<file path="src/rtl/mystruct_pkg.sv">
// Shared types for the two-field packed word and the serializer FSM.
package mystruct_pkg;

   // Packed word: upper pair is the field sent second, lower pair goes first.
   typedef struct packed {
      logic [1:0] last;
      logic [1:0] first;
   } mystruct_t;

   localparam int FIELD_W = 2;
   localparam int WORD_W  = $bits(mystruct_t);

   typedef enum logic [1:0] {
      IDLE  = 2'd0,
      FIRST = 2'd1,
      LAST  = 2'd2
   } ser_state_t;

endpackage

</file>
<file path="src/rtl/sync_fifo.sv">
// Single-clock FIFO with registered pointers and an occupancy counter.
// Exposes the head entry and the entry behind it so a consumer can
// reload from the next word in the same cycle it pops the current one.
module sync_fifo #(
   parameter type T     = logic,
   parameter int  DEPTH = 2
) (
   input  logic                       clk,
   input  logic                       rst,
   input  logic                       push,
   input  T                           wdata,
   input  logic                       pop,
   output T                           head,
   output T                           head_next,
   output logic [$clog2(DEPTH+1)-1:0] count,
   output logic                       full,
   output logic                       empty
);

   localparam int CNT_W = $clog2(DEPTH + 1);
   localparam int PTR_W = (DEPTH > 1) ? $clog2(DEPTH) : 1;

   T                 mem [DEPTH];
   logic [PTR_W-1:0] wr_ptr;
   logic [PTR_W-1:0] rd_ptr;
   logic             do_push;
   logic             do_pop;

   // Pointer advance with wrap at DEPTH (DEPTH need not be a power of two).
   function automatic logic [PTR_W-1:0] ptr_inc(input logic [PTR_W-1:0] p);
      return (p == PTR_W'(DEPTH - 1)) ? '0 : p + 1'b1;
   endfunction

   assign full      = (count == CNT_W'(DEPTH));
   assign empty     = (count == '0);
   assign do_push   = push && !full;
   assign do_pop    = pop && !empty;
   assign head      = mem[rd_ptr];
   assign head_next = mem[ptr_inc(rd_ptr)];

   // Storage write; contents need no reset since the count gates their use.
   always_ff @(posedge clk) begin
      if (do_push) begin
         mem[wr_ptr] <= wdata;
      end
   end

   // Pointers and occupancy; simultaneous push and pop keep the count.
   always_ff @(posedge clk) begin
      if (rst) begin
         wr_ptr <= '0;
         rd_ptr <= '0;
         count  <= '0;
      end else begin
         if (do_push) begin
            wr_ptr <= ptr_inc(wr_ptr);
         end
         if (do_pop) begin
            rd_ptr <= ptr_inc(rd_ptr);
         end
         case ({do_push, do_pop})
            2'b10:   count <= count + CNT_W'(1);
            2'b01:   count <= count - CNT_W'(1);
            default: count <= count;
         endcase
      end
   end

endmodule

</file>
<file path="src/rtl/struct_field_serializer.sv">
// Serializes buffered two-field words into 2-bit beats: first field, then
// last field flagged with out_last. The word is popped on the last beat's
// handshake, so the occupancy count includes the word being sent.
module struct_field_serializer
   import mystruct_pkg::*;
#(
   parameter int DEPTH = 2
) (
   input  logic                       clk,
   input  logic                       rst,
   input  logic                       in_valid,
   output logic                       in_ready,
   input  logic [WORD_W-1:0]          in_data,
   output logic                       out_valid,
   input  logic                       out_ready,
   output logic [FIELD_W-1:0]         out_data,
   output logic                       out_last,
   output logic [$clog2(DEPTH+1)-1:0] fifo_count
);

   localparam int CNT_W = $clog2(DEPTH + 1);

   ser_state_t         state;
   ser_state_t         state_d;
   logic               valid_d;
   logic [FIELD_W-1:0] data_d;
   logic               last_d;

   mystruct_t          in_word;
   mystruct_t          head;
   mystruct_t          head_next;
   logic               push;
   logic               pop;
   logic               full;
   logic               empty;

   assign in_word  = mystruct_t'(in_data);
   assign in_ready = !full;
   assign push     = in_valid && in_ready;
   assign pop      = (state == LAST) && out_ready;

   sync_fifo #(
      .T     (mystruct_t),
      .DEPTH (DEPTH)
   ) u_fifo (
      .clk       (clk),
      .rst       (rst),
      .push      (push),
      .wdata     (in_word),
      .pop       (pop),
      .head      (head),
      .head_next (head_next),
      .count     (fifo_count),
      .full      (full),
      .empty     (empty)
   );

   // Next-state and next-output selection; default is to hold every output.
   always_comb begin
      state_d = state;
      valid_d = out_valid;
      data_d  = out_data;
      last_d  = out_last;
      case (state)
         IDLE: begin
            if (!empty) begin
               valid_d = 1'b1;
               data_d  = head.first;
               last_d  = 1'b0;
               state_d = FIRST;
            end else begin
               valid_d = 1'b0;
            end
         end
         FIRST: begin
            if (out_ready) begin
               data_d  = head.last;
               last_d  = 1'b1;
               state_d = LAST;
            end
         end
         LAST: begin
            if (out_ready) begin
               // Count is sampled before this cycle's push, so a word
               // arriving now is only picked up from IDLE next cycle.
               if (fifo_count > CNT_W'(1)) begin
                  valid_d = 1'b1;
                  data_d  = head_next.first;
                  last_d  = 1'b0;
                  state_d = FIRST;
               end else begin
                  valid_d = 1'b0;
                  last_d  = 1'b0;
                  state_d = IDLE;
               end
            end
         end
         default: begin
            valid_d = 1'b0;
            last_d  = 1'b0;
            state_d = IDLE;
         end
      endcase
   end

   // State and registered outputs.
   always_ff @(posedge clk) begin
      if (rst) begin
         state     <= IDLE;
         out_valid <= 1'b0;
         out_data  <= '0;
         out_last  <= 1'b0;
      end else begin
         state     <= state_d;
         out_valid <= valid_d;
         out_data  <= data_d;
         out_last  <= last_d;
      end
   end

endmodule

</file>
<file path="config.mk">
export PLATFORM = sky130hd
export DESIGN_NAME = struct_field_serializer
export DESIGN_NICKNAME = d
export VERILOG_FILES = /design/src/rtl/mystruct_pkg.sv /design/src/rtl/sync_fifo.sv /design/src/rtl/struct_field_serializer.sv
export SDC_FILE = /design/constraint.sdc
export NUM_CORES = 1
export LEC_CHECK = 0
export BUFFER_PORTS_ARGS = -buffer_cell sky130_fd_sc_hd__buf_2
export CAP_MARGIN = 15
export CORE_MARGIN = 1
export CORE_UTILIZATION = 40
export CTS_BUF_LIST = sky130_fd_sc_hd__clkbuf_4 sky130_fd_sc_hd__clkbuf_8
export DETAILED_ROUTE_END_ITERATION = 10
export MAX_ROUTING_LAYER = met4
export PLACE_DENSITY_LB_ADDON = 0.3
export SLEW_MARGIN = 20
export SYNTH_ARGS = -nofsm -noshare
export SYNTH_HDL_FRONTEND = slang
export SYNTH_HIERARCHICAL = 1
export SYNTH_SLANG_ARGS = --single-unit
</file>
<file path="constraint.sdc">
create_clock -name clk -period 1.8 [get_ports clk]
set_input_delay 0.09 -clock clk [delete_from_list [all_inputs] [get_ports clk]]
set_output_delay 0.09 -clock clk [all_outputs]
set_load 0.005 [all_outputs]
</file>
# Word level (Yosys, flattened, before mapping)
# Memory sizes are Yosys's and may differ from the RTL's. A register that Yosys moved wholly into a read port is not among the register bits.
# Cells that the tools add are included.
dict set report word_totals {
  mem_count 1
  register_bits 10
  ramBits 8
  elab_cells 61
}
dict set report classes {
  reduce_logical 13
  addsub 4
  n_eq_ne 9
  n_mux 25
  magnitude_cmp 1
  bitwise 1
}
# memory words word_bits read_ports rd_clocked_by_memory_dff write_ports line_no
set mem_list {}
lappend mem_list {u_fifo.mem 2 4 2 1 1 sync_fifo.sv:23} ;# T mem [DEPTH];
# cell n
set ops {}
lappend ops {{2-bit 2-to-1 mux} 7}
lappend ops {{1-bit 2-to-1 mux} 13}
lappend ops {{2-bit one-hot mux with 3 select lines} 2}
lappend ops {{2-bit == test, second input constant} 3}
lappend ops {{2-bit != test, second input constant} 3}
lappend ops {{1-bit one-hot mux with 3 select lines} 2}
lappend ops {{5-bit AND reduction} 1}
lappend ops {{2-bit by 1-bit == test with 1-bit output, second input constant} 2}
lappend ops {{1-bit logical AND} 4}
lappend ops {{2-bit logical NOT} 2}
lappend ops {{2-bit one-hot mux with 2 select lines} 1}
lappend ops {{3-bit AND reduction} 1}
lappend ops {{3-bit nonzero test} 1}
lappend ops {{1-bit adder, second input constant} 2}
lappend ops {{2-bit by 1-bit adder with 2-bit output, second input constant} 1}
lappend ops {{2-bit by 1-bit greater-than comparator with 1-bit output, second input constant} 1}
lappend ops {{1-bit logical NOT} 2}
lappend ops {{2-bit by 1-bit != test with 1-bit output, second input constant} 1}
lappend ops {{2-bit AND reduction} 1}
lappend ops {{2-bit nonzero test} 1}
lappend ops {{2-bit by 1-bit subtractor with 2-bit output, second input constant} 1}
lappend ops {{1-bit inverter} 1}

# Logic depth before layout (Yosys ltp)
# Gate-level depths: netlist of the first run.
dict set report logic_depth {
  ltp_word 6
  ltp_mapped 8
  depth_no_buf 8
}

# Modules after synthesis
# Netlist of the first run, hierarchy kept.
# module n_inst cells_per_inst area_per_inst_um2 seq_area_each_um2
set by_module_without_submodules {}
lappend by_module_without_submodules {sync_fifo 1 42 554.3 340.3}
lappend by_module_without_submodules {struct_field_serializer 1 48 441.7 120.1}

# Least setup slack after synthesis of the first run
# No wires, ideal clock.
dict set report synth_path {
  kind {reg2reg}
  startpoint {register state[0]}
  endpoint {register u_fifo.count[1]}
  synth_period_minus_slack_ns 1.901
  setup_ns 0.070
  arrival_ns 1.831
  stages_incl_launch_ff 8
  n_path_buf 0
  setup_slack_ns -0.101
  path_cell_list {dfxtp_1 > inv_1 > ha_1 > and2_2 > o21a_1 > ha_1 > or3_1 > a21oi_1}
}
dict set report synth_between {
  elab_chain_cells 5
}
# item line_no
set synth_lines {}
lappend synth_lines {{start: declaration} struct_field_serializer.sv:23} ;# ser_state_t state;
lappend synth_lines {{start signal: assignment} struct_field_serializer.sv:114} ;# state <= state_d;
lappend synth_lines {{2-bit == test (*)} struct_field_serializer.sv:40} ;# assign pop = (state == LAST) && out_ready;
lappend synth_lines {{1-bit logical AND (*)} struct_field_serializer.sv:40}
lappend synth_lines {{via pop} struct_field_serializer.sv:33} ;# logic pop;
lappend synth_lines {{1-bit logical AND (*)} sync_fifo.sv:37} ;# assign do_pop = pop && !empty;
lappend synth_lines {{via u_fifo.do_pop} sync_fifo.sv:27} ;# logic do_pop;
lappend synth_lines {{2-bit by 1-bit == test with 1-bit output / 2-bit == test (equally long branches)} sync_fifo.sv:61} ;# case ({do_push, do_pop})
lappend synth_lines {{2-bit one-hot mux with 2 select lines / 2-bit nonzero test (equally long branches)} -}
lappend synth_lines {{end signal: assignment} sync_fifo.sv:62} ;# 2'b10: count <= count + CNT_W'(1);
lappend synth_lines {{end signal: assignment} sync_fifo.sv:63} ;# 2'b01: count <= count - CNT_W'(1);
lappend synth_lines {{end signal: assignment} sync_fifo.sv:64} ;# default: count <= count;
lappend synth_lines {{end: declaration} sync_fifo.sv:15} ;# output logic [$clog2(DEPTH+1)-1:0] count,
# Mark *: on every way through the listed nets, which the timed path passes. The rest lies on a longest branch.
# A chain may end at the register's enable or synchronous reset.

# Worst setup path after layout of the first run
# Ends and elaborated chain as after synthesis.

==> summary.md, run 1 <==
| Metric | Value |
|---|---|
| Status | `finished clean` |
| Ys Warns | `6` |
| Sw frac | `35.5%` |
| Initial core utilization | `43.2%` |
| Worst-path clk slew | `110 ps` |
| Crit path launch | `state[0]` |
| Setup repair after global routing missed its margin | `no` |
| Worst hold path class | `in2reg` |
| CP required | `2040 ps` |
| Buf+Inv Stages, Crit Path | `1` |
| Cell Area, Synth | `973 sq um` |
| Utilization after layout | `53.1%` |
| Die width | `51.3 microns` |
| CP startpoint kind | `register` |
| Clock share of power | `14.8%` |
| Placeable Area | `2250 sq um` |
| Max Slew Vio Count | `0` |
| Number of global-route vias before repair | `685` |
| Crit path max-delay family | `simple AND/OR/NAND/NOR gates` |
| Peak VDD IR | `688 uV` |
| Fillers | `215` |
| Post-synth net total | `103` |
| Drt pass-1 iters | `4` |
| Fmax | `600 MHz` |
| Buffers added on ports | `14` |
| Flop pwr share | `40.7%` |
| Clock Latency Late Sink | `290 ps` |
| DRT Wirelength | `1810 microns` |
| Final HPWL DP | `1340 microns` |
| CP arrival | `1900 ps` |
| PnR worst setup slack | `134 ps` |
| Switching Power | `0.522 mW` |
| Period utilization | `92.5%` |
| Crit end category | `register` |
| CP max stage cell | `dfxtp_2` |
| Hold_sp | `rst` |
| Total CTS buffers | `3` |
| CTS tree | `done` |
| First-pass GRT wire length | `2940 microns` |
| Area Growth Syn to Fin | `22.9%` |
| Most frequent cells in the layout | `14 x buf_2, 9 x dfxtp_1, 8 x inv_1, 8 x edfxtp_1` |
| Syn Area/Cell | `11.1 sq um` |
| Total congestion overflow | `0` |
| Die area | `2630 sq um` |
| Tmin final | `1670 ps` |
| Routed Antenna Nets | `0` |
| Iter 0 DRT Violations | `22` |
| Setup Crit Path Kind | `reg2reg` |
| Gate Count Post-Synth | `88` |
| Gpl congestion | `0.789` |
| Via count | `741` |
| Fin Setup TNS | `0 ps` |
| Diode count | `0` |
| Die H | `51.3 microns` |
| CP cell instances | `inv_1, ha_2, and2_2, o21a_4, ha_4, xnor2_1, or3_1, a21oi_1` |
| Initial antenna violation count | `0` |
| Worst r2r src | `state[0]` |
| NumNets Final | `129` |
| Commonest non-fill, non-tap cell in the layout | `buf_2` |
| Htree depth | `1` |
| Critical Path Max Stage Delay | `340 ps` |
| DR vias/cell | `5.26` |
| Final hold slack | `122 ps` |
| CTS Root Cell | `clkbuf_4` |
| Placement Setup Slack | `64.0 ps` |
| Internal power | `0.948 mW` |
| Maxcap violations | `0` |
| Final Skew | `3.67 ps` |
| Worst Max-Slew Pin Slew | `342 ps` |
| Longest Clk Path Bufs | `2` |
| DRC | `0` |
| Clock Sinks | `19` |
| Crit-path max FO | `2` |
| Power density cells | `1230 nW/um^2` |
| Total I/O pin count | `15` |
| Largest net degree at the start of global routing | `14` |
| Site row count | `17` |
| Leak | `0.497 nW` |
| Share of layout cells above drive strength 1 | `33.6%` |
| Worst slew margin | `77.2%` |
| Drt wl/cell | `12.9 microns` |
| Comb pwr share | `44.5%` |
| Finish-stage setup viols | `0` |
| GRT Util Overall | `16.2%` |
| Final Hold Fails | `0` |
==> metal layers <==
metal | up-vias | global-route usage, % | part of all wire [%]
met5 | - | - | 0
met1 | 357 | 19.3 | 46
met4 | 0 | 8.11 | 0.99
li1 | 367 | - | -
met3 | 2 | 3.57 | 3.8
met2 | 15 | 25.9 | 49
==> worst paths after layout <==
check | endpoint | slack, ps | cells after the start
max reg2reg | u_fifo/count[1] | 130 | 8
max | u_fifo/count[1] | 130 | 8
min reg2reg | out_data[0] | 490 | 2
min | u_fifo/count[0] | 120 | 2
==> sequential cells by signal, indices dropped and copies added, names as in the netlist, named ones only <==
signal and cells:
out_last 1, state 2, u_fifo/count 2, u_fifo/mem 8, out_valid 1, u_fifo/rd_ptr 1, out_data 2, u_fifo/wr_ptr 1
==> per-stage QoR <==
step / cell area (sq um) / instances / power [mW]
6_report: 1200 / 141 / 1.47
5_1_grt: 1200 / 141 / 1.58
4_1_cts: 1170 / 141 / 1.47
3_5_place_dp: 1100 / 133 / 1.25
3_3_place_gp: 1100 / 133 / 1.22
2_1_floorplan: 977 / 88 / 1.06
==> repair_timing <==
item / CTS / global route
hold buffers: 4 / 0
endpoints found under the setup margin: 0 / 1
endpoints found under the hold margin: 8 / 0
buffers inserted: 0 / 0
gates resized for setup: 0 / 4
==> power by group through the flow <==
stage	clock network (mW)	registers (mW)	logic (mW)
3_5_place_dp	0	0.608	0.638
4_1_cts	0.225	0.598	0.649
6_report	0.218	0.598	0.654
5_1_grt	0.244	0.609	0.732
3_3_place_gp	0	0.601	0.623
2_1_floorplan	0	0.621	0.434
==> cell type report <==
type	instances	area (sq um)	area share, %
clock inverters	1	5.00	0.418
clock buffers	3	22.5	1.88
multi-input cells	60	504	42.2
inverters	9	33.8	2.82
flip-flops and latches	19	463	38.7
well taps	28	35.0	2.93
repair buffers	21	133	11.1
(Power assumes the default switching activity.)
==> inputs of run 2 (changes only) <==
--- a/config.mk
+++ b/config.mk
@@ -7,13 +7,14 @@
 export LEC_CHECK = 0
 export BUFFER_PORTS_ARGS = -buffer_cell sky130_fd_sc_hd__buf_2
 export CAP_MARGIN = 15
+export CORE_ASPECT_RATIO = 1.1
 export CORE_MARGIN = 1
 export CORE_UTILIZATION = 40
 export CTS_BUF_LIST = sky130_fd_sc_hd__clkbuf_4 sky130_fd_sc_hd__clkbuf_8
 export DETAILED_ROUTE_END_ITERATION = 10
 export MAX_ROUTING_LAYER = met4
 export PLACE_DENSITY_LB_ADDON = 0.3
-export SLEW_MARGIN = 20
+export SLEW_MARGIN = 30
 export SYNTH_ARGS = -nofsm -noshare
 export SYNTH_HDL_FRONTEND = slang
 export SYNTH_HIERARCHICAL = 1
==> run 2 against run 1 <==
  * Final area rose by 0.31%
  * First-iteration DRC count shrank 68%
  * Final cell count grew 1.4%
  * Register-to-register slack is essentially flat
  * Combinational power is 1% lower
  * Global-route usage is 1.3 points lower
  * Clock power is 3% higher
  * Maximum frequency shrank 0.76%
  * Sequential power about the same
  * Via count fell by 5.1%
  * Largest cell class unchanged
==> summary.md, run 2 (synthesized netlist as in run 1, its figures left out) <==
| Metric | Value |
|---|---|
| Internal power | `0.952 mW (was 0.948 mW)` |
| Setup Crit Path Kind | `reg2reg (unchanged)` |
| Diode count | `0 (unchanged)` |
| Drt wl/cell | `11.5 microns (was 12.9 microns)` |
| CP arrival | `1920 ps (was 1900 ps)` |
| Maxcap violations | `0 (unchanged)` |
| Site row count | `18 (was 17)` |
| Die area | `2640 sq um (was 2630 sq um)` |
| Flop-to-flop setup slack | `120 ps (was 130 ps)` |
| Die H | `53.7 microns (was 51.3 microns)` |
| DRT Wirelength | `1640 microns (was 1810 microns)` |
| Iter 0 DRT Violations | `7 (was 22)` |
| CP required | `2050 ps (was 2040 ps)` |
| Total CTS buffers | `3 (unchanged)` |
| Final HPWL DP | `1230 microns (was 1340 microns)` |
| Final Skew | `1.30 ps (was 3.67 ps)` |
| Drt pass-1 iters | `3 (was 4)` |
| Utilization after layout | `52.8% (was 53.1%)` |
| Worst Hold Depth | `2 (unchanged)` |
| Tmin final | `1680 ps (was 1670 ps)` |
| Fin Setup TNS | `0 ps (unchanged)` |
| Number of global-route vias before repair | `612 (was 685)` |
| First-pass GRT wire length | `2750 microns (was 2940 microns)` |
| Comb pwr share | `44.0% (was 44.5%)` |
| Worst Max-Slew Pin Slew | `344 ps (was 342 ps)` |
| Largest reg by FF count | `u_fifo/mem (unchanged)` |
| Layout Cells excl Fill | `143 (was 141)` |
| DP Cell Count | `135 (was 133)` |
| Via count | `703 (was 741)` |
| Crit-path max FO | `5 (was 2)` |
| Switching Power | `0.515 mW (was 0.522 mW)` |
| Hold_sp | `rst (unchanged)` |
| Status | `finished clean (unchanged)` |
| Htree depth | `1 (unchanged)` |
| WL met1 | `808 microns (was 837 microns)` |
| Worst-path clk slew | `110 ps (about the same)` |
| Uppermost layer routed | `met4 (unchanged)` |
| Flop pwr share | `40.8% (was 40.7%)` |
| Final Hold Fails | `0 (unchanged)` |
| NumNets Final | `129 (unchanged)` |
| Worst hold path class | `in2reg (unchanged)` |
| Period utilization | `93.3% (was 92.5%)` |
| Max FFs per register | `8 (unchanged)` |
| Total congestion overflow | `0 (unchanged)` |
| DR vias/cell | `4.92 (was 5.26)` |
| Sw frac | `35.1% (was 35.5%)` |
| CP startpoint kind | `register (unchanged)` |
| Peak VDD IR | `741 uV (was 688 uV)` |
| Leak | `0.492 nW (was 0.497 nW)` |
| Met2 WL post-DR | `728 microns (was 889 microns)` |
| Longest Clk Path Bufs | `2 (unchanged)` |
| Finish-stage setup viols | `0 (unchanged)` |
| Area Growth Syn to Fin | `23.3% (was 22.9%)` |
| Setup repair after global routing missed its margin | `no (unchanged)` |
| Reg-to-reg critical path endpoint | `u_fifo/count[1] (unchanged)` |
| Fmax | `596 MHz (was 600 MHz)` |
| Most frequent cells in the layout | `14 x buf_2, 9 x dfxtp_1, 8 x inv_1, 8 x edfxtp_1 (unchanged)` |
| Final Power | `1.47 mW (about the same)` |
| Routed Antenna Nets | `0 (unchanged)` |
| Commonest non-fill, non-tap cell in the layout | `buf_2 (unchanged)` |
| Largest net degree at the start of global routing | `14 (unchanged)` |
| Gpl congestion | `0.898 (was 0.789)` |
| Met3 wire len | `48 microns (was 68 microns)` |
| DRC | `0 (unchanged)` |
| Clock Latency Late Sink | `300 ps (was 290 ps)` |
| Worst r2r src | `state[1] (was state[0])` |
| CTS Root Cell | `clkbuf_4 (unchanged)` |
| Placeable Area | `2270 sq um (was 2250 sq um)` |
| Power density cells | `1220 nW/um^2 (was 1230 nW/um^2)` |
| R2R cell count | `6 (was 8)` |
| GRT Util Overall | `14.9% (was 16.2%)` |
| Die width | `49.0 microns (was 51.3 microns)` |
| Total I/O pin count | `15 (unchanged)` |
| Hold EP | `u_fifo/count[1] (was u_fifo/count[0])` |
| Clock Sinks | `19 (unchanged)` |
| Initial antenna violation count | `0 (unchanged)` |
| Max Slew Vio Count | `0 (unchanged)` |
| Initial core utilization | `42.8% (was 43.2%)` |
| Worst slew margin | `77.0% (was 77.2%)` |
| Buffers added on ports | `14 (unchanged)` |
| Clock share of power | `15.3% (was 14.8%)` |
| Crit end category | `register (unchanged)` |
| CTS tree | `done (unchanged)` |
| Share of layout cells above drive strength 1 | `33.6% (unchanged)` |
run 2: cell count changes in the layout (fill, tap and decap cells not counted), sizes merged:
cell,previous run,this run
clkinv,1,0
clkinvlp,0,1
run 2: timing repair:
action,4_1_cts,5_1_grt
hold buffers,4,0
hold endpoints to repair,8,0
buffers inserted,0,0
gates resized for setup,0,4
setup endpoints to repair,0,1
run 2: how the worst max path moves through the flow:
stage | start | endpoint | slack [ps] | cells after the start
after global placement | state[0] | u_fifo/count[1] | 130 | 7
after global routing | state[1] | u_fifo/count[1] | 20 | 6
final | state[1] | u_fifo/count[1] | 120 | 6
after floorplan | state[0] | u_fifo/count[1] | 30 | 7
after CTS | state[0] | u_fifo/count[1] | 80 | 7
after detailed placement | state[0] | u_fifo/count[1] | 110 | 7
run 2: final cells by class:
cell class	count	area (sq um)
clock buffers	3	22.5
well taps	30	37.5
flip-flops and latches	19	463
fillers	214	1070
clock inverters	1	7.51
multi-input cells	60	503
inverters	9	33.8
repair buffers	21	133
run 2: power groups by stage:
stage	registers [mW]	logic [mW]	clock network [mW]
after floorplan	0.621	0.434	0
after CTS	0.599	0.633	0.238
after global routing	0.614	0.726	0.251
final	0.598	0.645	0.224
after detailed placement	0.609	0.625	0
after global placement	0.604	0.620	0
run 2: critical path, cell delays in order, from the launching register on:
cell	delay, ps
dfxtp_1	410
ha_2	200
and2_2	120
o21a_1	180
ha_4	230
or3_4	360
a21oi_2	120
run 2: per-layer routing:
layer	global-route usage (%)	vias to the layer above
met2	23.4	11
met1	17.9	324
met4	11.8	0
met3	1.69	4
met5	-	-
li1	-	364
run 2: metrics by stage:
step	hold slack, ps	setup WS [ps]	instance area (sq um)
2_1_floorplan	152	28.2	977
3_3_place_gp	280	135	1110
3_5_place_dp	283	106	1110
4_1_cts	99.8	75.4	1180
5_1_grt	102	20.7	1200
6_report	86.8	121	1200
